## src/rtl/fetch_unit.sv

```systemverilog
// Instruction fetch stage: owns the PC, drives the ROM address, and registers the
// returned word into an instruction register offered to decode via valid/ready.
module fetch_unit #(
    parameter logic [17:0] HALT_WORD = 18'h001FF,
    parameter logic [7:0]  RESET_PC  = 8'd0,
    parameter int unsigned CNT_W     = 16
) (
    input  logic             clk,
    input  logic             reset,
    output logic [7:0]       address,
    input  logic [17:0]      instr_in,
    input  logic             run_en,
    input  logic             redirect_en,
    input  logic [7:0]       redirect_pc,
    output logic [17:0]      ir,
    output logic [7:0]       ir_pc,
    output logic             ir_valid,
    input  logic             ir_ready,
    output logic             halted,
    output logic [CNT_W-1:0] fetch_count
);

    typedef enum logic {
        S_RUN,
        S_HALT
    } state_e;

    state_e           state_q, state_d;
    logic [7:0]       pc_q, pc_d;
    logic [17:0]      ir_q, ir_d;
    logic [7:0]       ir_pc_q, ir_pc_d;
    logic             ir_valid_q, ir_valid_d;
    logic [CNT_W-1:0] fetch_count_q, fetch_count_d;

    logic slot_free;
    logic load;

    always_comb begin
        state_d       = state_q;
        pc_d          = pc_q;
        ir_d          = ir_q;
        ir_pc_d       = ir_pc_q;
        ir_valid_d    = ir_valid_q;
        fetch_count_d = fetch_count_q;

        slot_free = !ir_valid_q || ir_ready;
        load      = (state_q == S_RUN) && run_en && slot_free && !redirect_en;

        if (redirect_en) begin
            // Redirect flushes the IR even when decode is accepting it this cycle.
            pc_d       = redirect_pc;
            ir_valid_d = 1'b0;
            state_d    = S_RUN;
        end else if (load) begin
            ir_d       = instr_in;
            ir_pc_d    = pc_q;
            ir_valid_d = 1'b1;
            if (fetch_count_q != '1) begin
                fetch_count_d = fetch_count_q + CNT_W'(1);
            end
            if (instr_in == HALT_WORD) begin
                state_d = S_HALT;
            end else begin
                pc_d = pc_q + 8'd1;
            end
        end else if (ir_valid_q && ir_ready) begin
            ir_valid_d = 1'b0;
        end
    end

    always_ff @(posedge clk) begin
        if (reset) begin
            state_q       <= S_RUN;
            pc_q          <= RESET_PC;
            ir_q          <= '0;
            ir_pc_q       <= '0;
            ir_valid_q    <= 1'b0;
            fetch_count_q <= '0;
        end else begin
            state_q       <= state_d;
            pc_q          <= pc_d;
            ir_q          <= ir_d;
            ir_pc_q       <= ir_pc_d;
            ir_valid_q    <= ir_valid_d;
            fetch_count_q <= fetch_count_d;
        end
    end

    assign address     = pc_q;
    assign ir          = ir_q;
    assign ir_pc       = ir_pc_q;
    assign ir_valid    = ir_valid_q;
    assign halted      = (state_q == S_HALT);
    assign fetch_count = fetch_count_q;

endmodule

```

## config.mk

```make
export PLATFORM = sky130hd
export DESIGN_NAME = fetch_unit
export DESIGN_NICKNAME = d
export VERILOG_FILES = /design/src/rtl/fetch_unit.sv
export SDC_FILE = /design/constraint.sdc
export NUM_CORES = 1
export LEC_CHECK = 0
export CORE_AREA = 2 2 102 55
export DETAILED_ROUTE_END_ITERATION = 16
export DIE_AREA = 0 0 104 57
export GPL_TIMING_DRIVEN = 0
export PLACE_DENSITY = 0.84
export SLEW_MARGIN = 10
export SYNTH_ARGS = -nofsm -noshare
export SYNTH_HDL_FRONTEND = slang
export SYNTH_SLANG_ARGS = --single-unit
```

## constraint.sdc

```tcl
create_clock -name clk -period 3.4 [get_ports clk]
set_input_delay 0.34 -clock clk [delete_from_list [all_inputs] [get_ports clk]]
set_output_delay 0.34 -clock clk [all_outputs]
set_load 0.01 [all_outputs]
```

# ---- Word level (Yosys, flattened, before mapping)
# Cells that the tools add are included.
dict set report op_classes {
  mux 5
  n_reduce_logical 14
  n_eq_ne 3
  bitwise_logic 2
  shift 0
  add_sub_neg 2
  mul 0
  n_lt_le_gt_ge 0
  div 0
}
# op count
set ops {}
lappend ops {{$mux W8} 3}
lappend ops {{$eq A18 B9 Y1 const B} 1}
lappend ops {{$add A16 B1 Y16 const B} 1}
lappend ops {{$ne A16 B16 Y1 const B} 1}
lappend ops {{$add A8 B1 Y8 const B} 1}
lappend ops {{$reduce_and A2 Y1} 3}
lappend ops {{$logic_and A1 B1 Y1} 4}
lappend ops {{$reduce_bool A2 Y1} 2}
lappend ops {{$reduce_and A3 Y1} 1}
lappend ops {{$logic_not A1 Y1} 2}
lappend ops {{$mux W1} 2}
lappend ops {{$ne A2 B2 Y1 const B} 1}
lappend ops {{$not A1 Y1} 2}
lappend ops {{$reduce_or A2 Y1} 1}
lappend ops {{$logic_or A1 B1 Y1} 1}
dict set report totals {
  latchBits 0
  word_cells 32
  ram_bits 0
  mem_bits_ro 0
  n_memories 0
  inputBits 31
  register_bits 52
  output_inout_bits 52
}

# ---- Longest topological paths before layout
# Gate-level depths: netlist of the first run.
dict set report depth {
  word_depth 6
  ltp_mapped 7
  depth_no_buf 6
}

# ---- Worst setup path before layout of the first run
# Ideal clock, no wire load.
dict set report synth_path {
  path_kind {input -> register}
  from {input instr_in[9]}
  to {register pc_q[3], in the netlist address[3]}
  t_required_ns 3.280
  setup_ns 0.120
  stages 6
  slack_ns 1.595
  arrival_time_ns 1.685
  path_cell_list {or4b_4 -> nor4_4 -> and2_1 -> buf_6 -> nor4_1 -> o31a_1}
}
dict set report synth_between {
  elab_chain_cells 3
}
# element line_no
set synth_lines {}
lappend synth_lines {{from (decl)} 11} ;# input logic [17:0] instr_in,
lappend synth_lines {{$eq A18 B9 Y1} 61} ;# if (instr_in == HALT_WORD) begin
lappend synth_lines {{$ne A2 B2 Y1 (no line)} -}
lappend synth_lines {{$reduce_and A2 Y1 (no line)} -}
lappend synth_lines {{to (signal assigned)} 81} ;# pc_q <= pc_d;
lappend synth_lines {{to (decl)} 29} ;# logic [7:0] pc_q, pc_d;
# Every way passes these cells.
# A chain may end at the register's enable or synchronous reset.

# ---- Final worst setup path of the first run
dict set report layout_path {
  from {input redirect_en}
  to {register ir_q[14], in the netlist ir[14]}
}
dict set report layout_between {
  elab_chain_cells 3
  word_cells_on_any_way 4
  classes_between {bitwise (1); reduce/logical (3)}
}
# element line_no
set layout_lines {}
lappend layout_lines {{from (decl)} 13} ;# input logic redirect_en,
lappend layout_lines {{$logic_not A1 Y1} 47} ;# load = (state_q == S_RUN) && run_en && slot_free && !redirect_en;
lappend layout_lines {{$logic_and A1 B1 Y1} 47}
lappend layout_lines {{$reduce_and A2 Y1 (no line) *} -}
lappend layout_lines {{to (signal assigned)} 82} ;# ir_q <= ir_d;
lappend layout_lines {{to (decl)} 30} ;# logic [17:0] ir_q, ir_d;
# Mark *: on every way between the ends. The rest lies on a longest branch, timed or not.

==> results of run 1 <==
==> worst max-delay path by stage <==
stage,from,endpoint,depth (start not counted)
after floorplan,instr_in[9],address[3]$_SDFFE_PP0P_,6
after global placement,redirect_en,ir[14]$_SDFFE_PP0P_,7
after detailed placement,redirect_en,ir[16]$_SDFFE_PP0P_,7
after CTS,redirect_en,ir[14]$_SDFFE_PP0P_,7
after global routing,redirect_en,ir[1]$_SDFFE_PP0P_,7
final,redirect_en,ir[14]$_SDFFE_PP0P_,7
==> power by group through the flow <==
stage / clock [mW] / sequential (mW) / combinational, mW
6_report: 0.417 / 0.652 / 0.171
5_1_grt: 0.447 / 0.656 / 0.185
2_1_floorplan: 0 / 0.671 / 0.0636
4_1_cts: 0.419 / 0.652 / 0.171
3_3_place_gp: 0 / 0.665 / 0.167
3_5_place_dp: 0 / 0.666 / 0.171
==> layout by cell type (no fill, tap or decap), types with 2 or more instances in the layout <==
master	count
sky130_fd_sc_hd__nand4_1	7
sky130_fd_sc_hd__ha_1	2
sky130_fd_sc_hd__clkbuf_1	15
sky130_fd_sc_hd__a21oi_1	34
sky130_fd_sc_hd__and3_1	6
sky130_fd_sc_hd__xor2_1	9
sky130_fd_sc_hd__a211oi_1	3
sky130_fd_sc_hd__o211ai_1	3
sky130_fd_sc_hd__inv_1	3
sky130_fd_sc_hd__nand2b_1	2
sky130_fd_sc_hd__o21ai_0	3
sky130_fd_sc_hd__a31oi_1	2
sky130_fd_sc_hd__and4_1	5
sky130_fd_sc_hd__and2_1	3
sky130_fd_sc_hd__clkbuf_8	5
sky130_fd_sc_hd__xnor2_1	8
sky130_fd_sc_hd__or4_1	3
sky130_fd_sc_hd__nor3_1	3
sky130_fd_sc_hd__o31a_1	2
sky130_fd_sc_hd__clkdlybuf4s50_1	81
sky130_fd_sc_hd__nand4b_1	2
sky130_fd_sc_hd__nand3_1	11
sky130_fd_sc_hd__nor4_1	3
sky130_fd_sc_hd__nand2_1	62
sky130_fd_sc_hd__dfxtp_1	52
sky130_fd_sc_hd__nor2_1	19
sky130_fd_sc_hd__nor2b_1	5
==> cell type report <==
cell class / instances / area (µm²) / share of cell area (%)
clock buffer: 6 / 72.6 / 2.18
inverter: 4 / 15.0 / 0.450
clock inverter: 2 / 35.0 / 1.05
buffer: 16 / 68.8 / 2.06
tap: 73 / 91.3 / 2.74
multi-input combinational: 211 / 1200 / 36.0
timing repair buffer: 81 / 811 / 24.3
sequential: 52 / 1040 / 31.2
==> registers in the layout (all words and copies together) (netlist names) <==
| register | count |
|---|---|
| fetch_count | 16 |
| ir_valid | 1 |
| address | 8 |
| ir_pc | 8 |
| halted | 1 |
| ir | 18 |
==> cell families (layout without fill, tap and decap cells) <==
family	Yosys count	in the layout	synth area share [%]
AND/OR/NAND/NOR	135	135	28.8
AO/OA/AOI/OAI	56	56	14.9
flip-flops	52	52	44.8
buffers and inverters	20	109	3.61
XOR/XNOR	17	17	6.41
adder cells (fa/ha/maj)	2	2	1.08
multiplexers	1	1	0.431
==> critical path, delay by kind of cell <==
family,cells,cell delay (ns)
AOI/OAI and AO/OA,1,0.15
and+or+nand+nor,2,0.35
buffers and inverters,4,1.55
==> stage by stage <==
step,utilization [%],std cells,hold slack (ns),total power [mW]
3_5_place_dp,62.8,437,0.447,0.837
4_1_cts,64.9,445,0.459,1.24
2_1_floorplan,-,283,0.476,0.735
6_report,64.9,445,0.457,1.24
3_3_place_gp,62.8,437,0.442,0.832
5_1_grt,64.9,445,0.477,1.29
==> metal layers <==
metal / GRT usage [%] / vias to the layer above / part of all wire [%]
met5: 0 / - / 0
met4: 3.47 / 0 / 0.66
met3: 7.09 / 7 / 9.1
met2: 30.0 / 92 / 40
met1: 32.2 / 1053 / 50
li1: - / 1164 / -
==> key figures, run 1 <==
Setup path
  – Setup slack of the worst register-to-register path: 1.45 ns
  – Largest fanout of any net on the critical path: 10
  – Destination of the worst register-to-register timing path: fetch_count[5]$_SDFFE_PP0P_
  – Startpoint kind of the worst setup timing path: input port
  – Cell with the largest stage delay on the worst path: sky130_fd_sc_hd__clkdlybuf4s50_1
  – Type of the setup path with the least slack: in -> reg
  – Stage delay of the slowest cell on the critical path: roughly 0.5 ns
  – Cell breakdown of the critical path: clkdlybuf4s50_1 -> clkinv_1 -> nand3_1 -> clkbuf_1 -> clkbuf_1 -> nand2_1 -> a21oi_1
  – Crit path required time: roughly 3.6 ns
  – Startpoint of the most critical register-to-register path: fetch_count[0]$_SDFFE_PP0P_
  – Crit. End Element: register
  – Arrival @ worst endpoint: 2.40 ns
  – Cells on worst reg2reg path: 6
  – Top cell by count, worst path: sky130_fd_sc_hd__clkbuf_1

Route
  – Total wire length: 6340 µm
  – Final antenna-violating net count: 0
  – DRC: 0
  – Number of DRC violations after detailed-routing iteration 0: 150
  – Routed via count: 2316
  – Routed length per placed instance: ~14 µm
  – First-pass iteration count of the detailed router: 4
  – Avg Vias per Cell: 5.20

Logic synthesis
  – Cell with the most instances after synthesis: sky130_fd_sc_hd__nand2_1
  – Post-synth top area cell: sky130_fd_sc_hd__dfxtp_1
  – Number of instances in the synthesized netlist: roughly 280
  – Share of synthesized area occupied by flip-flops and latches: 44.8%
  – Syn. warnings: 0
  – Distinct cells, synth: 42
  – Number of enable-type register cells in the synthesized netlist: 0
  – Mapped cell area: 2320 µm²
  – Post-synthesis async set-or-reset flop share: 0%
  – Most instantiated flip-flop cell in the synthesis netlist: sky130_fd_sc_hd__dfxtp_1
  – Mapped Nets: 316
  – Top cell types by occurrence after synthesis: 62 x sky130_fd_sc_hd__nand2_1, 52 x sky130_fd_sc_hd__dfxtp_1, 34 x sky130_fd_sc_hd__a21oi_1
  – Synthesized area per cell: 8.21 µm²
  – Flip-flop and latch count after synthesis: between 50 and 60
  – Most area-consuming cells after synthesis: sky130_fd_sc_hd__dfxtp_1 45%, sky130_fd_sc_hd__nand2_1 10%, sky130_fd_sc_hd__a21oi_1 7.3%
  – Yosys top cell area share: 44.8%

Timing
  – Final setup TNS: 0 ns
  – Slew @ Worst Pin: 0.762 ns
  – Achievable frequency: 462 MHz
  – Post-route clock period utilization: 63.7%
  – Final setup violation count: 0
  – Final max-slew violation count: 0
  – Number of hold violations in the final report: 0
  – Relative slew slack: between 40% and 50%
  – Setup WS post-layout: 1.23 ns
  – RSZ-0062 raised after global routing: false
  – Clock Skew: approximately 0.0096 ns
  – Final period demand of the worst path: 2.17 ns

Clock network
  – Post-cts gate resize count: 0
  – CTS root buf: sky130_fd_sc_hd__clkbuf_8
  – TritonCTS clock tree: built
  – Count of buffers added by post-CTS timing repair for setup: 0
  – Number of H-tree branching levels: 2
  – Number of CTS-inserted buffers: 5
  – Hold Buf Count CTS: 0
  – Worst skew pair latency: around 0.30 ns
  – Maximum buffer depth of the clock tree: 2
  – Clock-pin slew of the registers on the worst-case setup and hold paths: 0.09 ns
  – Clock Sink Count: 52

Global routing
  – Number of global-route vias before repair: ~2000
  – Largest net degree at the start of global routing: 16
  – Remaining global-route overflow: 0
  – Antenna violations before repair: 0
  – GRT Total Usage: 21.3%
  – First-pass GRT wire length: between 10000 and 15000 µm

Job
  – MaxCap Viol Count: 0

Layout
  – Fraction of layout cells with a size suffix above 1: about 3.8%
  – Antenna diodes: 0
  – Area of all placed cells without fillers: about 3300 µm²
  – NumNets Final: 404
  – Synth-to-Final Area Change: 43.5%
  – FILL cells: 446

Power
  – Net switching power figure: 300 µW
  – Fraction of power spent switching nets: 24.1%
  – Portion of total power attributed to the clock network: 33.6%
  – Peak supply drop: 185 µV
  – Internal power component: 941 µW
  – Register share of total power: ~53%
  – Power per cell area: 372 nW/µm²
  – Proportion of power drawn by combinational gates: around 14%
  – Cell leakage power: 1.17 nW

Placed design
  – Area of placed instances: 3230 µm²
  – Placement Setup Slack: between 0.9 and 1 ns
  – Count of buffers inserted at the top-level ports: 81
  – Final GP Congestion: 0.908
  – Sum of net half-perimeters after detailed placement: 4980 µm

Die
  – Core box area: 5130 µm²
  – Width of the die: about 100 µm
  – Ports placed on the boundary: 83
  – Vert. Die Dim: approximately 57 µm
  – Area of the die: between 5000 and 6000 µm²
  – Initial core utilization: 45.2%
  – Number of core rows: 19

Worst hold path
  – Endpoint of the worst hold path: ir[5]$_SDFFE_PP0P_
  – Min-Delay Startpoint: ir[5]$_SDFFE_PP0P_
  – Worst Hold Path Cells: 2
  – Hold Path Class: reg -> reg

Outcome
  – Outcome: finished, final reports clean
Power figures use the tool's default switching activity.
==> run 2, diff against run 1 <==
--- a/config.mk
+++ b/config.mk
@@ -5,11 +5,11 @@
 export SDC_FILE = /design/constraint.sdc
 export NUM_CORES = 1
 export LEC_CHECK = 0
-export CORE_AREA = 2 2 102 55
+export CORE_AREA = 2 2 105 56
 export DETAILED_ROUTE_END_ITERATION = 16
-export DIE_AREA = 0 0 104 57
+export DIE_AREA = 0 0 107 58
 export GPL_TIMING_DRIVEN = 0
-export PLACE_DENSITY = 0.84
+export PLACE_DENSITY = 0.8
 export SLEW_MARGIN = 10
 export SYNTH_ARGS = -nofsm -noshare
 export SYNTH_HDL_FRONTEND = slang
==> constraint.sdc (replaced) <==
create_clock -name clk -period 2 [get_ports clk]
set_input_delay 0.2 -clock clk [delete_from_list [all_inputs] [get_ports clk]]
set_output_delay 0.2 -clock clk [all_outputs]
set_load 0.01 [all_outputs]
==> run 2 against run 1 <==
Global-route usage increased by 0.74 points. Clock-buffer cell count decreased by 1. Cell area increased by 1.5%. Power increased by 73%. First-iteration DRC count increased by 15%. Clock skew decreased by 0.00097 ns. Sequential power increased by 70%. Via count increased by 2.4%. Highest routed layer unchanged.
==> key figures, run 2 (same netlist as run 1, synthesis figures left out) <==
Die
  – Area of the die: 6210 µm² (+4.7%)
  – Width of the die: 107 µm (+2.9%)
  – Initial core utilization: 43.8% (-1.4 points)
  – Ports placed on the boundary: 83 (unchanged)
  – Core box area: 5300 µm² (+3.2%)
  – Number of core rows: 19 (unchanged)
  – Vert. Die Dim: 58 µm (+1.8%)

Timing
  – Setup WS post-layout: 0.0840 ns (-1.15 ns)
  – Slew @ Worst Pin: 0.734 ns (-0.0288 ns)
  – Clock Skew: 0.00863 ns (-0.000971 ns)
  – RSZ-0062 raised after global routing: true
  – Final setup TNS: 0 ns (unchanged)
  – Final max-slew violation count: 0 (unchanged)
  – Achievable frequency: approximately 520 MHz
  – Hold Slack: 0.176 ns (-0.282 ns)
  – Final period demand of the worst path: around 1.9 ns
  – Post-route clock period utilization: a little over nine tenths
  – Number of hold violations in the final report: 0 (unchanged)
  – Final setup violation count: 0 (unchanged)
  – Relative slew slack: 50.6% (+1.9 points)

Clock network
  – Worst skew pair latency: 0.31 ns (about the same)
  – Number of H-tree branching levels: 2 (unchanged)
  – Number of CTS-inserted buffers: 5 (unchanged)
  – Clock-pin slew of the registers on the worst-case setup and hold paths: 0.10 ns (about the same)
  – CTS root buf: sky130_fd_sc_hd__clkbuf_8
  – TritonCTS clock tree: built
  – Clock Sink Count: 52 (unchanged)
  – Maximum buffer depth of the clock tree: 2 (unchanged)

Global routing
  – GRT Total Usage: 22.1% (+0.74 points)
  – Antenna violations before repair: 0 (unchanged)
  – Number of global-route vias before repair: 2089 (+3.8%)
  – First-pass GRT wire length: 10600 µm (+4.7%)
  – Remaining global-route overflow: 0 (unchanged)
  – Largest net degree at the start of global routing: 18 (+2)

Route
  – Number of DRC violations after detailed-routing iteration 0: 172 (+15%)
  – Total wire length: 6840 µm (+7.8%)
  – Avg Vias per Cell: 5.32 (+2.1%)
  – Routed via count: 2371 (+2.4%)
  – First-pass iteration count of the detailed router: 4 (unchanged)
  – Routed length per placed instance: 15.3 µm (+7.6%)
  – DRC: 0 (unchanged)
  – Final antenna-violating net count: 0 (unchanged)

Job
  – MaxCap Viol Count: 0 (unchanged)

Setup path
  – Crit. End Element: register
  – Type of the setup path with the least slack: reg -> reg
  – Arrival @ worst endpoint: 2.10 ns (-0.30 ns)
  – Crit path required time: 2.18 ns (-1.45 ns)
  – Startpoint kind of the worst setup timing path: register
  – Largest fanout of any net on the critical path: 5 (-5)

Placed design
  – Final GP Congestion: 0.966 (+6.3%)
  – Sum of net half-perimeters after detailed placement: 5240 µm (+5.3%)
  – Placement Setup Slack: -0.414 ns (-1.33 ns)
  – Count of buffers inserted at the top-level ports: 81 (unchanged)

Layout
  – Most common library cell in the layout ignoring fill and taps: sky130_fd_sc_hd__clkdlybuf4s50_1
  – FILL cells: 468 (+4.9%)
  – Flip-flop count of the largest register after layout: 18 (unchanged)
  – Fraction of layout cells with a size suffix above 1: 6.70% (+2.9 points)
  – NumNets Final: 405 (+0.25%)
  – Most used cells in the layout excluding fill and tap cells: 77 x sky130_fd_sc_hd__clkdlybuf4s50_1, 62 x sky130_fd_sc_hd__nand2_1, 52 x sky130_fd_sc_hd__dfxtp_1
  – Synth-to-Final Area Change: 45.6%
  – Antenna diodes: 0 (unchanged)

Power
  – Net switching power figure: 536 µW (+79%)
  – Power per cell area: 633 nW/µm² (+70%)
  – Fraction of power spent switching nets: 25.0% (+0.89 points)
  – Portion of total power attributed to the clock network: 34.4% (+0.8 points)
  – Register share of total power: 51.8% (-0.8 points)
  – Cell leakage power: 1.24 nW (+5.8%)
  – Peak supply drop: 363 µV (+96%)
  – Internal power component: 1.61 mW (+71%)
  – Proportion of power drawn by combinational gates: 13.8% (about the same)

Outcome
  – Outcome: finished, final reports clean

Worst hold path
  – Hold Path Class: in -> reg
-- run 2: changes by cell type in the layout (fill, tap and decap cells not counted), sizes merged --
cell and delta:
buf +2, clkbuf -2, clkdlybuf4s50 -4, clkinv +1, dlymetal6s2s +4
-- run 2: routing by layer --
layer  track usage, %  wire length [µm]
met5                0                 0
met2             30.8              2760
met1             33.8              3500
met3             5.74               538
met4             5.19                47
-- run 2: what timing repair did --
item                                    4_1_cts  5_1_grt
endpoints found under the setup margin       20       28
resized for setup                             2       14
hold buffers                                  0        0
pin swaps                                     0        3
buffers inserted                              0        2
-- run 2: power by group through the flow --
stage	combinational, mW	clock [mW]	sequential [mW]
global route	0.319	0.805	1.11
floorplan	0.108	0	1.14
detailed placement	0.292	0	1.13
finish	0.296	0.737	1.11
global placement	0.288	0	1.13
CTS	0.294	0.751	1.11
-- run 2: path summary, 6_finish.rpt --
path,start,to,slack (ns),cells after the start
setup / recovery,fetch_count[0]$_SDFFE_PP0P_,fetch_count[5]$_SDFFE_PP0P_,0.08,6
hold / removal,instr_in[9],ir[9]$_SDFFE_PP0P_,0.18,3
setup reg to reg,fetch_count[0]$_SDFFE_PP0P_,fetch_count[5]$_SDFFE_PP0P_,0.08,6
hold reg to reg,ir[10]$_SDFFE_PP0P_,ir[10]$_SDFFE_PP0P_,0.46,2
-- run 2: cell type report --
class | count | area [µm²] | area share (%)
well taps | 73 | 91.3 | 2.70
inverters | 4 | 15.0 | 0.444
clock inverters | 3 | 47.5 | 1.41
clock buffers | 5 | 68.8 | 2.03
flip-flops and latches | 52 | 1040 | 30.8
repair buffers | 83 | 836 | 24.7
plain buffers | 15 | 72.6 | 2.15
multi-input cells | 211 | 1210 | 35.8
-- run 2: through the flow --
stage | power (mW) | utilization [%] | instance area, µm² | std cells
floorplan | 1.25 | - | 2320 | 283
global placement | 1.42 | 60.8 | 3230 | 437
detailed placement | 1.42 | 60.8 | 3230 | 437
CTS | 2.15 | 63.1 | 3340 | 445
global route | 2.24 | 63.8 | 3380 | 446
finish | 2.14 | 63.8 | 3380 | 446
-- run 2: critical path: stages, from the launching register on --
cell and delay, ns:
sky130_fd_sc_hd__dfxtp_1 0.38, sky130_fd_sc_hd__ha_1 0.24, sky130_fd_sc_hd__and3_1 0.23, sky130_fd_sc_hd__and3_1 0.25
sky130_fd_sc_hd__a2111oi_2 0.47, sky130_fd_sc_hd__xnor2_1 0.17, sky130_fd_sc_hd__nor2_1 0.05
==> run 3, diff against run 2 <==
--- a/config.mk
+++ b/config.mk
@@ -5,11 +5,12 @@
 export SDC_FILE = /design/constraint.sdc
 export NUM_CORES = 1
 export LEC_CHECK = 0
-export CORE_AREA = 2 2 105 56
+export ABC_AREA = 1
+export CORE_AREA = 2 2 108 58
 export DETAILED_ROUTE_END_ITERATION = 16
-export DIE_AREA = 0 0 107 58
+export DIE_AREA = 0 0 110 60
 export GPL_TIMING_DRIVEN = 0
-export PLACE_DENSITY = 0.8
+export PLACE_DENSITY = 0.79
 export SLEW_MARGIN = 10
 export SYNTH_ARGS = -nofsm -noshare
 export SYNTH_HDL_FRONTEND = slang
==> constraint.sdc (replaced) <==
create_clock -name clk -period 2 [get_ports clk]
set_input_delay 0.4 -clock clk [delete_from_list [all_inputs] [get_ports clk]]
set_output_delay 0.4 -clock clk [all_outputs]
set_load 0.01 [all_outputs]
==> run 3 against run 2 <==
Power rose by 6.8%. Critical path type unchanged. Sequential share of layout area fell by 1.4 points. Highest routed layer unchanged. Non-clock buffer count decreased by 3. Final cell count grew 20%. Largest power group unchanged.
==> key figures, run 3 <==
Clock network
  – Maximum buffer depth of the clock tree: 2 (unchanged)
  – Number of CTS-inserted buffers: 5 (unchanged)
  – Post-cts gate resize count: 0 (-2)
  – Worst skew pair latency: 0.31 ns (about the same)
  – Hold Buf Count CTS: 0 (unchanged)
  – Number of H-tree branching levels: 2 (unchanged)
  – Count of buffers added by post-CTS timing repair for setup: 0 (unchanged)
  – TritonCTS clock tree: built
  – Clock-pin slew of the registers on the worst-case setup and hold paths: 0.10 ns (about the same)
  – CTS root buf: sky130_fd_sc_hd__clkbuf_8
  – Clock Sink Count: 52 (unchanged)

Logic synthesis
  – Distinct cells, synth: 27 (-36%)
  – Synthesized area per cell: 6.76 µm² (-18%)
  – Most instantiated flip-flop cell in the synthesis netlist: sky130_fd_sc_hd__dfxtp_1
  – Share of synthesized area occupied by flip-flops and latches: 41.5% (-3.3 points)
  – Top cell types by occurrence after synthesis: 81 x sky130_fd_sc_hd__nand2_1, 77 x sky130_fd_sc_hd__nor2_1, 52 x sky130_fd_sc_hd__dfxtp_1
  – Post-synthesis async set-or-reset flop share: 0% (unchanged)
  – Yosys top cell area share: 41.5% (-3.3 points)
  – Flip-flop and latch count after synthesis: 52 (unchanged)
  – Post-synth top area cell: sky130_fd_sc_hd__dfxtp_1
  – Number of enable-type register cells in the synthesized netlist: 0 (unchanged)
  – Most area-consuming cells after synthesis: sky130_fd_sc_hd__dfxtp_1 41%, sky130_fd_sc_hd__nand2_1 12%, sky130_fd_sc_hd__nor2_1 12%
  – Cell with the most instances after synthesis: sky130_fd_sc_hd__nand2_1
  – Number of instances in the synthesized netlist: 371 (+31%)
  – Mapped Nets: 404 (+28%)
  – Mapped cell area: 2510 µm² (+8.0%)
  – Syn. warnings: 0 (unchanged)

Layout
  – NumNets Final: 492 (+21%)
  – Synth-to-Final Area Change: 41.3%
  – Area of all placed cells without fillers: 3550 µm² (+4.8%)
  – Antenna diodes: 0 (unchanged)
  – Post-Route Utilization: 61.9% (-1.9 points)
  – Flip-flop count of the largest register after layout: 18 (unchanged)
  – Fraction of layout cells with a size suffix above 1: 5.22% (-1.5 points)
  – Most used cells in the layout excluding fill and tap cells: 81 x sky130_fd_sc_hd__clkdlybuf4s50_1, 80 x sky130_fd_sc_hd__nand2_1, 77 x sky130_fd_sc_hd__nor2_1
  – Most common library cell in the layout ignoring fill and taps: sky130_fd_sc_hd__clkdlybuf4s50_1
  – Reg area: 1040 µm² (+0.12%)
  – Final std cells w/o fill: 537 (+20%)
  – FILL cells: 511 (+9.2%)
  – Area of combinational cells with multiple inputs: 1290 µm² (+6.5%)

Placed design
  – Count of buffers inserted at the top-level ports: 81 (unchanged)
  – Area of placed instances: 3420 µm² (+5.9%)
  – Number of placed instances with taps included: 529 (+21%)
  – Final GP Congestion: 0.867 (-10%)
  – Sum of net half-perimeters after detailed placement: 5700 µm (+8.8%)
  – Placement Setup Slack: -0.126 ns (+0.287 ns)

Route
  – Avg Vias per Cell: 5.17 (-2.8%)
  – Routed via count: 2775 (+17%)
  – DRC: 0 (unchanged)
  – Number of DRC violations after detailed-routing iteration 0: 191 (+11%)
  – Routed length per placed instance: 14.0 µm (-8.9%)
  – First-pass iteration count of the detailed router: 5 (+1)
  – Final antenna-violating net count: 0 (unchanged)
  – Total wire length: 7500 µm (+9.7%)

Setup path
  – Largest fanout of any net on the critical path: 10 (+5)
  – Stage delay of the slowest cell on the critical path: 0.43 ns (-0.04 ns)
  – Setup slack of the worst register-to-register path: 0.17 ns (+0.09 ns)
  – Cells on worst reg2reg path: 10 (+4)
  – Top cell by count, worst path: sky130_fd_sc_hd__nand2_1
  – Startpoint of the most critical register-to-register path: fetch_count[0]$_SDFFE_PP0P_
  – Cell breakdown of the critical path: ha_1 -> nand2_1 -> nor2_1 -> nand2_1 -> inv_2 -> nand2_1 -> nand2_2 -> buf_6 -> nand2_1 -> a21oi_1
  – Destination of the worst register-to-register timing path: fetch_count[8]$_SDFFE_PP0P_
  – Type of the setup path with the least slack: reg -> reg
  – Startpoint kind of the worst setup timing path: register
  – Arrival @ worst endpoint: 2.06 ns (-0.04 ns)
  – Crit path required time: 2.24 ns (+0.06 ns)
  – Crit. End Element: register
  – Cell with the largest stage delay on the worst path: sky130_fd_sc_hd__dfxtp_2

Global routing
  – GRT Total Usage: 23.6% (+1.5 points)
  – Remaining global-route overflow: 0 (unchanged)
  – Antenna violations before repair: 0 (unchanged)
  – Number of global-route vias before repair: 2456 (+18%)
  – Largest net degree at the start of global routing: 16 (-2)
  – First-pass GRT wire length: 11900 µm (+12%)

Timing
  – Achievable frequency: 547 MHz (+4.9%)
  – Final max-slew violation count: 0 (unchanged)
  – Hold Slack: 0.484 ns (+0.308 ns)
  – RSZ-0062 raised after global routing: false
  – Post-route clock period utilization: 91.3% (-4.5 points)
  – Final setup violation count: 0 (unchanged)
  – Number of hold violations in the final report: 0 (unchanged)
  – Setup WS post-layout: 0.174 ns (+0.0895 ns)
  – Final setup TNS: 0 ns (unchanged)
  – Relative slew slack: 64.2% (+14 points)
  – Final period demand of the worst path: 1.83 ns (-0.0895 ns)
  – Slew @ Worst Pin: 0.537 ns (-0.196 ns)
  – Clock Skew: 0.0103 ns (+0.00164 ns)

Die
  – Initial core utilization: 43.8% (-0.051 points)
  – Vert. Die Dim: 60 µm (+3.4%)
  – Area of the die: 6600 µm² (+6.3%)
  – Ports placed on the boundary: 83 (unchanged)
  – Core box area: 5730 µm² (+8.1%)
  – Width of the die: 110 µm (+2.8%)
  – Number of core rows: 20 (+1)

Worst hold path
  – Min-Delay Startpoint: ir_pc[0]$_SDFFE_PP0P_
  – Worst Hold Path Cells: 1 (-2)
  – Hold Path Class: reg -> reg
  – Endpoint of the worst hold path: ir_pc[0]$_SDFFE_PP0P_

Power
  – Peak supply drop: 327 µV (-9.9%)
  – Cell leakage power: 1.39 nW (+12%)
  – Post-route total power: 2.29 mW (+6.8%)
  – Power per cell area: 645 nW/µm² (+1.8%)

Outcome
  – Outcome: finished, final reports clean

Job
  – MaxCap Viol Count: 0 (unchanged)
-- run 3: changes by cell type in the layout (fill, tap and decap cells not counted), moves of 6 or more --
cell	before	now
sky130_fd_sc_hd__xnor2_1	8	2
sky130_fd_sc_hd__o21ai_0	3	31
sky130_fd_sc_hd__clkbuf_2	6	0
sky130_fd_sc_hd__nand3_1	11	29
sky130_fd_sc_hd__nand2_1	62	80
sky130_fd_sc_hd__inv_1	3	27
sky130_fd_sc_hd__a21oi_1	34	25
sky130_fd_sc_hd__and3_1	6	0
sky130_fd_sc_hd__nor2_1	19	77
-- run 3: worst max path at each step --
stage                                start                            to  slack, ns  cells past startpoint
6_report       fetch_count[0]$_SDFFE_PP0P_   fetch_count[8]$_SDFFE_PP0P_       0.17                     10
5_1_grt        fetch_count[0]$_SDFFE_PP0P_   fetch_count[8]$_SDFFE_PP0P_       0.07                     10
3_5_place_dp                   instr_in[1]       address[6]$_SDFFE_PP0P_      -0.13                     10
4_1_cts        fetch_count[0]$_SDFFE_PP0P_   fetch_count[8]$_SDFFE_PP0P_       0.14                     10
3_3_place_gp                   instr_in[0]       address[6]$_SDFFE_PP0P_      -0.11                     10
2_1_floorplan  fetch_count[0]$_SDFFE_PP0P_  fetch_count[10]$_SDFFE_PP0P_       0.48                      9
-- run 3: per-layer routing --
layer | global-route usage [%] | up-vias | part of all wire (%)
li1 | - | 1376 | -
met1 | 35.4 | 1270 | 50
met2 | 33.4 | 122 | 40
met3 | 5.56 | 7 | 9.4
met4 | 6.15 | 0 | 0.61
met5 | 0 | - | 0
-- run 3: final cells by class --
class                           instances  share of cell area [%]
Buffer                                 14                    1.98
Clock buffer                            7                    2.72
Clock inverter                          1                   0.847
Inverter                               29                    3.14
Multi-Input combinational cell        276                    36.3
Sequential cell                        52                    29.4
Tap cell                               77                    2.72
Timing Repair Buffer                   81                    22.9
-- run 3: cell families after synthesis --
logic type	Yosys count	synth area share (%)
adder cells (fa/ha/maj)	2	0.997
AND/OR/NAND/NOR	205	34.4
XOR/XNOR	7	2.44
buffers and inverters	43	7.23
AO/OA/AOI/OAI	62	13.4
flip-flops	52	41.5
-- run 3: power breakdown --
part	switching (mW)	leakage, nW	internal [mW]
combinational	0.179	0.903	0.190
sequential	0.0442	0.426	1.09
clock	0.347	0.0645	0.442
total	0.570	1.39	1.72
-- run 3: worst max-delay path, delay by kind of cell (launching register included) --
kind                       cells  cell delay, ns
DFF                            1            0.43
and+or+nand+nor                6            0.60
AOI/OAI and AO/OA              1            0.17
buffers and inverters          2            0.30
adders and majority gates      1            0.24
